`config.mk`:
```
export PLATFORM = sky130hd
export DESIGN_NAME = contador_sincrono_aleatorio
export DESIGN_NICKNAME = d
export VERILOG_FILES = /design/src/rtl/contador_sincrono_aleatorio.sv
export SDC_FILE = /design/constraint.sdc
export NUM_CORES = 1
export LEC_CHECK = 0
export CAP_MARGIN = 0
export CORE_AREA = 5 5 42 44
export DETAILED_ROUTE_END_ITERATION = 10
export DIE_AREA = 0 0 47 49
export GPL_ROUTABILITY_DRIVEN = 0
export GPL_TIMING_DRIVEN = 0
export HOLD_SLACK_MARGIN = 0.08
export SYNTH_ARGS = -nofsm -noshare
export SYNTH_HDL_FRONTEND = slang
export SYNTH_SLANG_ARGS = --single-unit
```
`constraint.sdc`:
```
create_clock -name clk -period 1.36 [get_ports clk]
set_input_delay 0.272 -clock clk [delete_from_list [all_inputs] [get_ports clk]]
set_output_delay 0.272 -clock clk [all_outputs]
set_load 0.05 [all_outputs]
```
`src/rtl/contador_sincrono_aleatorio.sv`:
```
// Free-running 4-bit counter that steps through the scrambled decimal sequence
// 0-3-7-1-9-4-8-2-6-5 and returns any unused code (10-15) to 0 on the next clock.
module contador_sincrono_aleatorio (
   input  logic       clk,
   input  logic       rst,
   output logic [3:0] count
);

   logic [3:0] count_q;
   logic [3:0] count_d;

   // Full 16-entry decode; every illegal code falls through to 0 so the counter self-recovers
   always_comb begin
      count_d = 4'd0;
      case (count_q)
         4'd0:    count_d = 4'd3;
         4'd3:    count_d = 4'd7;
         4'd7:    count_d = 4'd1;
         4'd1:    count_d = 4'd9;
         4'd9:    count_d = 4'd4;
         4'd4:    count_d = 4'd8;
         4'd8:    count_d = 4'd2;
         4'd2:    count_d = 4'd6;
         4'd6:    count_d = 4'd5;
         4'd5:    count_d = 4'd0;
         default: count_d = 4'd0;
      endcase
   end

   always_ff @(posedge clk or negedge rst) begin
      if (!rst) begin
         count_q <= 4'd0;
      end else begin
         count_q <= count_d;
      end
   end

   assign count = count_q;

endmodule

```
# Yosys cells after proc, flatten, opt, wreduce, memory -nomap -nowiden
# Memory sizes are Yosys's and may differ from the RTL's. A register that Yosys moved wholly into a read port is not among the register bits.
# Cells that the tools add are included.
[totals] wordCells=2 inputBits=2 memories=1 reg_bits=0 romBits=64
[op_classes] reduce_logical=1
[mem_list] name="(no name shown)" words=16 width=4 rd=1 rd_clocked_by_memory_dff=1 write_ports=0 line_no="15" text="case (count_q)"
[ops] cell="1-bit zero test" count=1

# Depth between registers and ports, before layout
# Gate-level depths: netlist (run 1).
[depth] depth_word=1 depth_mapped=4

# Worst setup path before layout (run 1)
# No wires, ideal clock.
[synth_path] path_type="register to register" start="reg count_q[2], in the netlist count[2]" end="reg count_q[0], in the netlist count[0]" arrival_ps=1200 slack_ps=17 period_less_slack_ps=1343 setup_time_ps=143 stages_incl_launch_ff=5 required_time_ps=1217 path_buffers=0 path_cell_list="dfrtp_1 inv_1 ha_1 mux2i_1 nor2_1"
[synth_rtl] element="from (decl)" line_no="9" text="logic [3:0] count_q;"

# Final worst setup path (run 1)
[layout_path] start="reg count_q[1], in the netlist count[1]" end="out count[1]"
[layout_rtl] element="to (decl)" line_no="6" text="output logic [3:0] count"
# No word-level cell between the ends.

==> flow_metrics.py, run 1 <==
metrics = {
    "worst_hold_path": {
        "hold_path_class": "input pin to async pin",
    },
    "clock_tree": {
        "postCtsSetupBuffers": 0,
        "cts_hold_buf": 0,
        "cts_max_path_buffers": 2,
        "cts_resized": 14,
        "cts.sinks": 4,
        "cts.htree.levels": 1,
        "clk_latency_ns": 0.23,
        "cts_tree": "yes",
        "clk_pin_slew_ns": 0.04,
        "cts_made_buffers": 3,
        "ctsRootBufferMaster": "clkbuf_4",
    },
    "logic_synthesis": {
        "yosysWarnings": 0,
        "synth_top_area_cell": "dfrtp_1",
        "ys_seq_area_share_pct": 54.42,
        "synth_nets": 19,
        "synth_top_area_share_pct": 54.42,
        "yosys-top-cells-area": "dfrtp_1, ha_1, mux2i_1, nor4bb_1, a31o_1",
        "synth.distinct_cells": 12,
        "synth_seq_cells": 4,
        "avgSynthCellArea_um2": 11.50,
        "syn_area_um2": 183.9,
        "postSynthCellCount": 16,
    },
    "setup_path": {
        "crit_family": "flip-flops",
        "required_ns": 1.09,
        "reg2reg_depth": 4,
        "crit_buf_inv": 1,
        "crit_path_end_kind": "output port",
        "max_stage_delay_ns": 0.43,
        "cp-start-kind": "register",
        "worst_path_max_delay_cell": "dfrtp_1",
        "r2r_end": "count[0]",
        "worst-path-max-fanout": 7,
        "worstPathArrival_ns": 0.97,
        "r2r_start": "count[2]",
        "path_class": "register to output port",
        "crit_chain": "buf_2",
        "r2r_slack_ns": 0.30,
    },
    "layout": {
        "largest_register_ffs": 4,
        "ff_latch_area_um2": 100.1,
        "syn2layout_area_growth_pct": 39.46,
        "multi_input_area_um2": 76.32,
        "nets": 29,
        "utilization_pct": 18.30,
        "nFillCells": 152,
        "final_cells": 40,
        "final_area_um2": 256.5,
        "layout-drive-gt1-share_pct": 29.17,
        "antenna_cells": 0,
    },
    "timing": {
        "worst_pin_slew_ns": 0.2508,
        "setup_ws_ns": 0.1207,
        "fin_crit_sh_pct": 91.13,
        "fin_worst_skew_ns": 0.001511,
        "setup_viol": 0,
        "max-slew-margin-rel_pct": 83.39,
        "report.final.slew_viol_count": 0,
        "fmax_mhz": 806.9,
        "setup-tns-final_ns": 0,
        "finalHoldViolations": 0,
        "period_minus_slack_ns": 1.239,
        "rsz0062_at_grt": "no",
    },
    "grt": {
        "grt_max_degree": 8,
        "grt_overflow": 0,
        "grt_antenna_before_repair": 0,
        "grt_pass1_vias": 171,
        "track_usage_pct": 4.668,
        "grt_pass1_wl_um": 690,
    },
    "flow_run": {
        "cap_violations": 0,
    },
    "route": {
        "ant_nets": 0,
        "wl_met1_um": 151,
        "first_iter_violations": 3,
        "viasPerCell": 3.500,
        "routed-via-count": 140,
        "routed-wl-met2_um": 141,
        "drt-total-wl_um": 347,
        "highest_layer": "met3",
        "wl_met3_um": 54,
        "drc_errors": 0,
        "drt-pass1-iter-count": 4,
        "wl_per_cell_um": 8.675,
    },
    "die": {
        "row_count": 14,
        "dieArea_mm2": 0.002303,
        "core_area_mm2": 0.001401,
        "io_pins": 6,
        "fp.dieH_um": 49,
        "fp.dieW_um": 47,
        "initial_utilization_pct": 13.12,
    },
    "outcome": {
        "status": "complete, no violations",
    },
    "power": {
        "powerDensity_mw_per_mm2": 1041,
        "vdd_drop_max_uv": 235.9,
        "leakage_nw": 0.1281,
    },
    "place": {
        "placed_area_um2": 254.0,
        "port_buffers": 5,
        "pre_cts_ws_ns": -0.1910,
        "place_inst": 37,
    },
}
cell usage after synthesis:
master,number
nand2_1,1
inv_1,2
mux2i_1,1
nor4bb_1,1
nor3_1,1
nor2_1,1
ha_1,1
nor2b_1,1
a211oi_1,1
a31o_1,1
dfrtp_1,4
xnor2_1,1
cell usage in the layout (no fill, tap or decap):
cell             synthesis  final
ha_1                     1      1
nor3_1                   1      1
buf_2                    0      4
inv_1                    2      2
xnor2_1                  1      1
clkdlybuf4s50_1          0      1
a211oi_1                 1      1
nor2_1                   1      1
clkbuf_4                 0      3
nor2b_1                  1      1
nand2_1                  1      1
mux2i_1                  1      1
nor4bb_1                 1      1
dfrtp_1                  4      4
a31o_1                   1      1
power by group:
| part | internal [mW] | switching [mW] |
|---|---|---|
| sequential | 0.120 | 0 |
| combinational | 0.00255 | 0.00204 |
| clock | 0.0984 | 0.0443 |
worst max path at each step:
stage               cells past startpoint  slack, ns  startpoint        to
floorplan                               4       0.02    count[2]  count[0]
detailed placement                      1      -0.19    count[1]  count[1]
finish                                  1       0.12    count[1]  count[1]
global route                            1       0.06    count[1]  count[1]
global placement                        1      -0.18    count[1]  count[1]
CTS                                     1      0.003    count[2]  count[2]
per-layer routing:
layer	global-route usage, %	vias up
met5	0	-
met4	6.912	0
met3	2.214	0
met2	4.751	5
met1	5.345	64
li1	-	71
final cells by class:
| cell class | instances | share of cell area, % |
|---|---|---|
| Sequential cell | 4 | 39.02 |
| Inverter | 2 | 2.927 |
| Clock buffer | 3 | 8.780 |
| Timing Repair Buffer | 5 | 11.71 |
| Multi-Input combinational cell | 10 | 29.76 |
| Tap cell | 16 | 7.805 |
per-stage QoR:
stage               power, mW  hold slack, ns
finish                 0.2670          0.2402
CTS                    0.2770          0.2370
global placement       0.1258          0.4829
detailed placement     0.1260          0.4891
floorplan              0.1212        -0.02359
global route           0.2791          0.2659
cell families after synthesis:
logic type                 synth area share, %
DFF                                      54.42
adders and majority gates                6.802
and+or+nand+nor                          15.64
buffers and inverters                    4.083
xor gates and xnor gates                 4.763
muxes                                    5.442
AOI/OAI and AO/OA                        8.846
(Power assumes the default switching activity.)
==> run 2, diff against run 1 <==
--- a/config.mk
+++ b/config.mk
@@ -10,8 +10,8 @@
 export DETAILED_ROUTE_END_ITERATION = 10
 export DIE_AREA = 0 0 47 49
 export GPL_ROUTABILITY_DRIVEN = 0
-export GPL_TIMING_DRIVEN = 0
 export HOLD_SLACK_MARGIN = 0.08
+export SKIP_LAST_GASP = 1
 export SYNTH_ARGS = -nofsm -noshare
 export SYNTH_HDL_FRONTEND = slang
 export SYNTH_SLANG_ARGS = --single-unit
==> run 2 against run 1 <==
  * Largest power group unchanged
  * Critical path type unchanged
  * Sequential cell count stayed put
  * Non-clock buffer count is 1 higher
  * Global-route usage is 1.1 points lower
  * Register-to-register slack worse by 0.02 ns
==> flow_metrics.py, run 2 (synthesis gave the netlist of run 1 again) <==
metrics = {
    "layout": {
        "final_cell_mix": "dfrtp_1, buf_12, clkbuf_4, inv_1",
        "nets": 30,
        "antenna_cells": 0,
        "final_cells": 41,
        "layout-drive-gt1-share_pct": 32.00,
        "largest_register_ffs": 4,
        "utilization_pct": 23.13,
        "syn2layout_area_growth_pct": 76.19,
    },
    "die": {
        "fp.dieW_um": 47,
        "fp.dieH_um": 49,
        "dieArea_mm2": 0.002303,
        "core_area_mm2": 0.001401,
        "row_count": 14,
        "initial_utilization_pct": 13.12,
        "io_pins": 6,
    },
    "clock_tree": {
        "cts_made_buffers": 3,
        "clk_latency_ns": 0.23,
        "postCtsSetupBuffers": 0,
        "cts_hold_buf": 0,
        "ctsRootBufferMaster": "clkbuf_4",
        "cts_resized": 0,
        "clk_pin_slew_ns": 0.04,
        "cts_max_path_buffers": 2,
        "cts.htree.levels": 1,
        "cts.sinks": 4,
        "cts_tree": "yes",
    },
    "timing": {
        "report.final.slew_viol_count": 0,
        "rsz0062_at_grt": "no",
        "finalHoldViolations": 0,
        "setup-tns-final_ns": 0,
        "fmax_mhz": 851.2,
        "max-slew-margin-rel_pct": 82.64,
        "setup_viol": 0,
        "setup_ws_ns": 0.1852,
        "period_minus_slack_ns": 1.175,
        "fin_worst_skew_ns": 0.003517,
        "fin_crit_sh_pct": 86.38,
        "whs_ns": 0.2410,
        "worst_pin_slew_ns": 0.2603,
    },
    "place": {
        "pre_cts_ws_ns": 0.2789,
        "place_inst": 38,
        "port_buffers": 5,
        "dp_hpwl_um": 264.3,
    },
    "setup_path": {
        "required_ns": 1.09,
        "worstPathArrival_ns": 0.90,
        "crit_path_end_kind": "output port",
        "path_class": "register to output port",
        "worst_path_max_delay_cell": "dfrtp_1",
        "cp-start-kind": "register",
        "worst-path-max-fanout": 5,
        "max_stage_delay_ns": 0.37,
        "crit_chain": "buf_4 -> buf_12",
    },
    "route": {
        "drc_errors": 0,
        "drt-total-wl_um": 327,
        "wl_met1_um": 147,
        "viasPerCell": 3.585,
        "highest_layer": "met3",
        "routed-wl-met2_um": 138,
        "drt-pass1-iter-count": 1,
        "ant_nets": 0,
        "wl_per_cell_um": 7.976,
        "first_iter_violations": 0,
        "wl_met3_um": 42,
        "routed-via-count": 147,
    },
    "outcome": {
        "status": "complete, no violations",
    },
    "flow_run": {
        "cap_violations": 0,
    },
    "grt": {
        "track_usage_pct": 3.602,
        "grt_antenna_before_repair": 0,
        "grt_overflow": 0,
        "grt_pass1_vias": 125,
        "grt_max_degree": 8,
        "grt_pass1_wl_um": 503,
    },
    "power": {
        "powerDensity_mw_per_mm2": 822.3,
        "vdd_drop_max_uv": 286.9,
        "leakage_nw": 0.1541,
    },
    "worst_hold_path": {
        "hold_path_class": "input pin to async pin",
    },
}
==> run 2: cell count changes in the layout (fill, tap and decap cells not counted), sizes merged <==
cell  before  now
buf        4    5
==> run 2: final cells by class <==
class	instances	area [µm²]
Sequential cell	4	100.1
Timing Repair Buffer	6	97.59
Clock buffer	3	22.52
Fill cell	161	1077
Inverter	2	7.507
Multi-Input combinational cell	10	76.32
Tap cell	16	20.02
==> run 2: worst max-delay path: cells and delay by family (launching register included) <==
kind                   cells  cell delay, ns
DFF                        1            0.37
buffers and inverters      2            0.30
==> run 2: worst paths after layout <==
check / slack (ns) / endpoint / startpoint / cells past startpoint
max in group asynchronous: 0.95 / count[1] / rst / 1
worst max register to register: 0.28 / count[0] / count[1] / 3
worst max-delay path: 0.19 / count[2] / count[2] / 2
worst min register to register: 0.58 / count[3] / count[3] / 1
worst min-delay path: 0.24 / count[2] / rst / 1
min in group clk: 0.58 / count[3] / count[3] / 1
==> run 2: report_power, final <==
| group | switching [mW] | internal (mW) |
|---|---|---|
| Sequential | 0 | 0.120 |
| Combinational | 0.00209 | 0.00255 |
| Clock | 0.0437 | 0.0983 |
| Total | 0.0458 | 0.221 |
==> run 2: metal layers <==
| layer | global-route usage [%] | vias up |
|---|---|---|
| li1 | - | 73 |
| met1 | 3.991 | 69 |
| met2 | 3.394 | 5 |
| met3 | 3.321 | 0 |
| met4 | 4.147 | 0 |
| met5 | 0 | - |
==> run 2: metrics by stage <==
step                power, mW  area [µm²]
floorplan              0.1212       183.9
global placement       0.1259       301.5
detailed placement     0.1260       301.5
CTS                    0.2763       324.1
global route           0.2907       324.1
finish                 0.2665       324.1
==> variant: new RTL, flow settings as in run 2 <==
Put one more register stage on the output `count`, cleared by the reset. The value now appears one clock later.
--- a/src/rtl/contador_sincrono_aleatorio.sv
+++ b/src/rtl/contador_sincrono_aleatorio.sv
@@ -35,7 +35,13 @@
       end
    end
 
-   assign count = count_q;
+   always_ff @(posedge clk or negedge rst) begin
+      if (!rst) begin
+         count <= '0;
+      end else begin
+         count <= count_q;
+      end
+   end
 
 endmodule
 
Behaviour: not the same (a bounded check fails within 4 cycles, from zero or initial values and one cycle with rst low).
==> variant against run 2 <==
  * Sequential cell count grew 4
  * Count of clock-buffer cells in the layout is the same
  * Final area grew 29%
  * Synthesized area grew 54%
  * Clock skew shrank 0.0023 ns
  * Global-route usage grew 2.7 points
  * Routed wire length grew 65%
  * Worst setup slack gained 0.032 ns
  * Critical path depth grew 2
  * Combinational power grew 50%
  * First-iteration DRC count grew 4
  * Power grew 59%
  * Critical path type is now reg -> reg
  * Critical endpoint is now count_q[0]$_DFFE_PN0P_
==> variant: results (changes against run 2) <==
- Clock slew seen by the registers of the worst setup and hold paths: 0.05 ns
- Register fraction of the total cell area: 48.0% (+17 points)
- Antenna diode count: 0 (unchanged)
- Detailed-routing wirelength on met1: 196 microns (+33%)
- Final Non-Filler Cells: 44 (+7.3%)
- Area used by multi-input combinational logic: 76.3 sq um (unchanged)
- DRC violation total after the first TritonRoute iteration: 4 (+4)
- Crit-path leading delay family: flip-flops
- Worst min-delay path category: in -> async
- Met2 routed wirelength: 275 microns (+99%)
- Area after DPL: 394 sq um (+31%)
- Wire length of the first global-routing pass: 855 microns (+70%)
- Worst slack, placed: 0.277 ns (-0.00221 ns)
- Cell types occupying the most area after synthesis: sky130_fd_sc_hd__dfrtp_1 70%, sky130_fd_sc_hd__ha_1 4.4%, sky130_fd_sc_hd__mux2i_1 3.5%
- Comb pwr: 6.96 uW (+50%)
- Count of cell types in the netlist: 12 (unchanged)
- Layout Nets: 33 (+10%)
- Final Core Density: 29.7% (+6.6 points)
- Met1 layer usage reported by global route: 5.66% (+1.7 points)
- Max VDD drop: 0.383 mV (+34%)
- Number of instances resized during post-cts repair: 0 (unchanged)
- Total number of vias: 180 (+22%)
- Placed cells: 41 (+7.9%)
- Delay of the slowest cell on the worst path: 0.45 ns (+0.08 ns)
- Biggest registers after layout: count x4, count_q x4
- Clock latency of the later-clocked register in the worst-skew pair: 0.25 ns (+0.02 ns)
- Synthesized area per cell: 14.2 sq um (+24%)
- Non-clock buffer area fraction after layout: 21.6% (-8.5 points)
- Global router's overall resource usage: 6.25% (+2.7 points)
- Final HPWL from detailed placement: 363 microns (+37%)
- Number of combinational gates with multiple inputs: 10 (unchanged)
- Filler instances: 154 (-4.3%)
- Slew at the pin with the worst max-slew slack: 0.362 ns (+0.102 ns)
- GRT met3 Usage: 5.54% (+2.2 points)
- Maximum fanout along the worst path: 6 (+1)
- Antenna violations before repair: 0 (unchanged)
- Power Internal: 342 uW (+55%)
- Outcome: finished clean
- Leakage power: 0.197 nW (+28%)
- Sequential share of the synthesized area: 70.5% (+16 points)
- Library cell used as clock root buffer: sky130_fd_sc_hd__clkbuf_4
- Sequential Power Share: 56.3% (+11 points)
- CTS HTree Levels: 1 (unchanged)
- Detailed route wirelength on metal3: 67 microns (+60%)
- GR met2 Demand/Resource: 8.14% (+4.8 points)
- Fraction of layout cells with a size suffix above 1: 25.0% (-7.0 points)
- Top cell types by occurrence after synthesis: 8 x sky130_fd_sc_hd__dfrtp_1, 2 x sky130_fd_sc_hd__inv_1
- Num Clock Sinks: 8 (+4)
- Largest net degree at the start of global routing: 9 (+1)
- Quantity of I/O buffers inserted on ports: 5 (unchanged)
- Count of plain and timing-repair buffers in the layout: 5 (-1)
- Clk_skew: 0.00123 ns (-0.00229 ns)
- Cell row count: 14 (unchanged)
- Post-synth net total: 23 (+4)
- Post-detailed-routing wire length: 539 microns (+65%)
- Iteration count of the initial detailed-routing pass: 2 (+1)
- Relative area of clock buffers and inverters in the final design: 5.41% (-1.5 points)
- P_seq: 238 uW (+98%)
variant: cell count changes after synthesis, sizes merged:
cell / before / now
dfrtp: 4 / 8
variant: path summary, 6_finish.rpt:
kind,end,start,cells after the start,slack (ns)
max,count_q[0]$_DFFE_PN0P_,count_q[2]$_DFF_PN0_,4,0.22
min,count[1]$_DFF_PN0_,rst,1,0.30
max reg2reg,count_q[0]$_DFFE_PN0P_,count_q[2]$_DFF_PN0_,4,0.22
min reg2reg,count[3]$_DFF_PN0_,count_q[3]$_DFF_PN0_,0,0.48
max in group asynchronous,count_q[3]$_DFF_PN0_,rst,1,0.80
min in group clk,count[3]$_DFF_PN0_,count_q[3]$_DFF_PN0_,0,0.48
variant: cells by family (layout without fill, tap and decap cells):
logic type      after synthesis  in the layout  synth area share [%]
xor+xnor                      1              1                  3.08
flops                         8              8                  70.5
mux                           1              1                  3.52
fa+ha+maj                     1              1                  4.40
compound gates                2              2                  5.73
buf+inv                       2             10                  2.64
simple gates                  5              5                  10.1
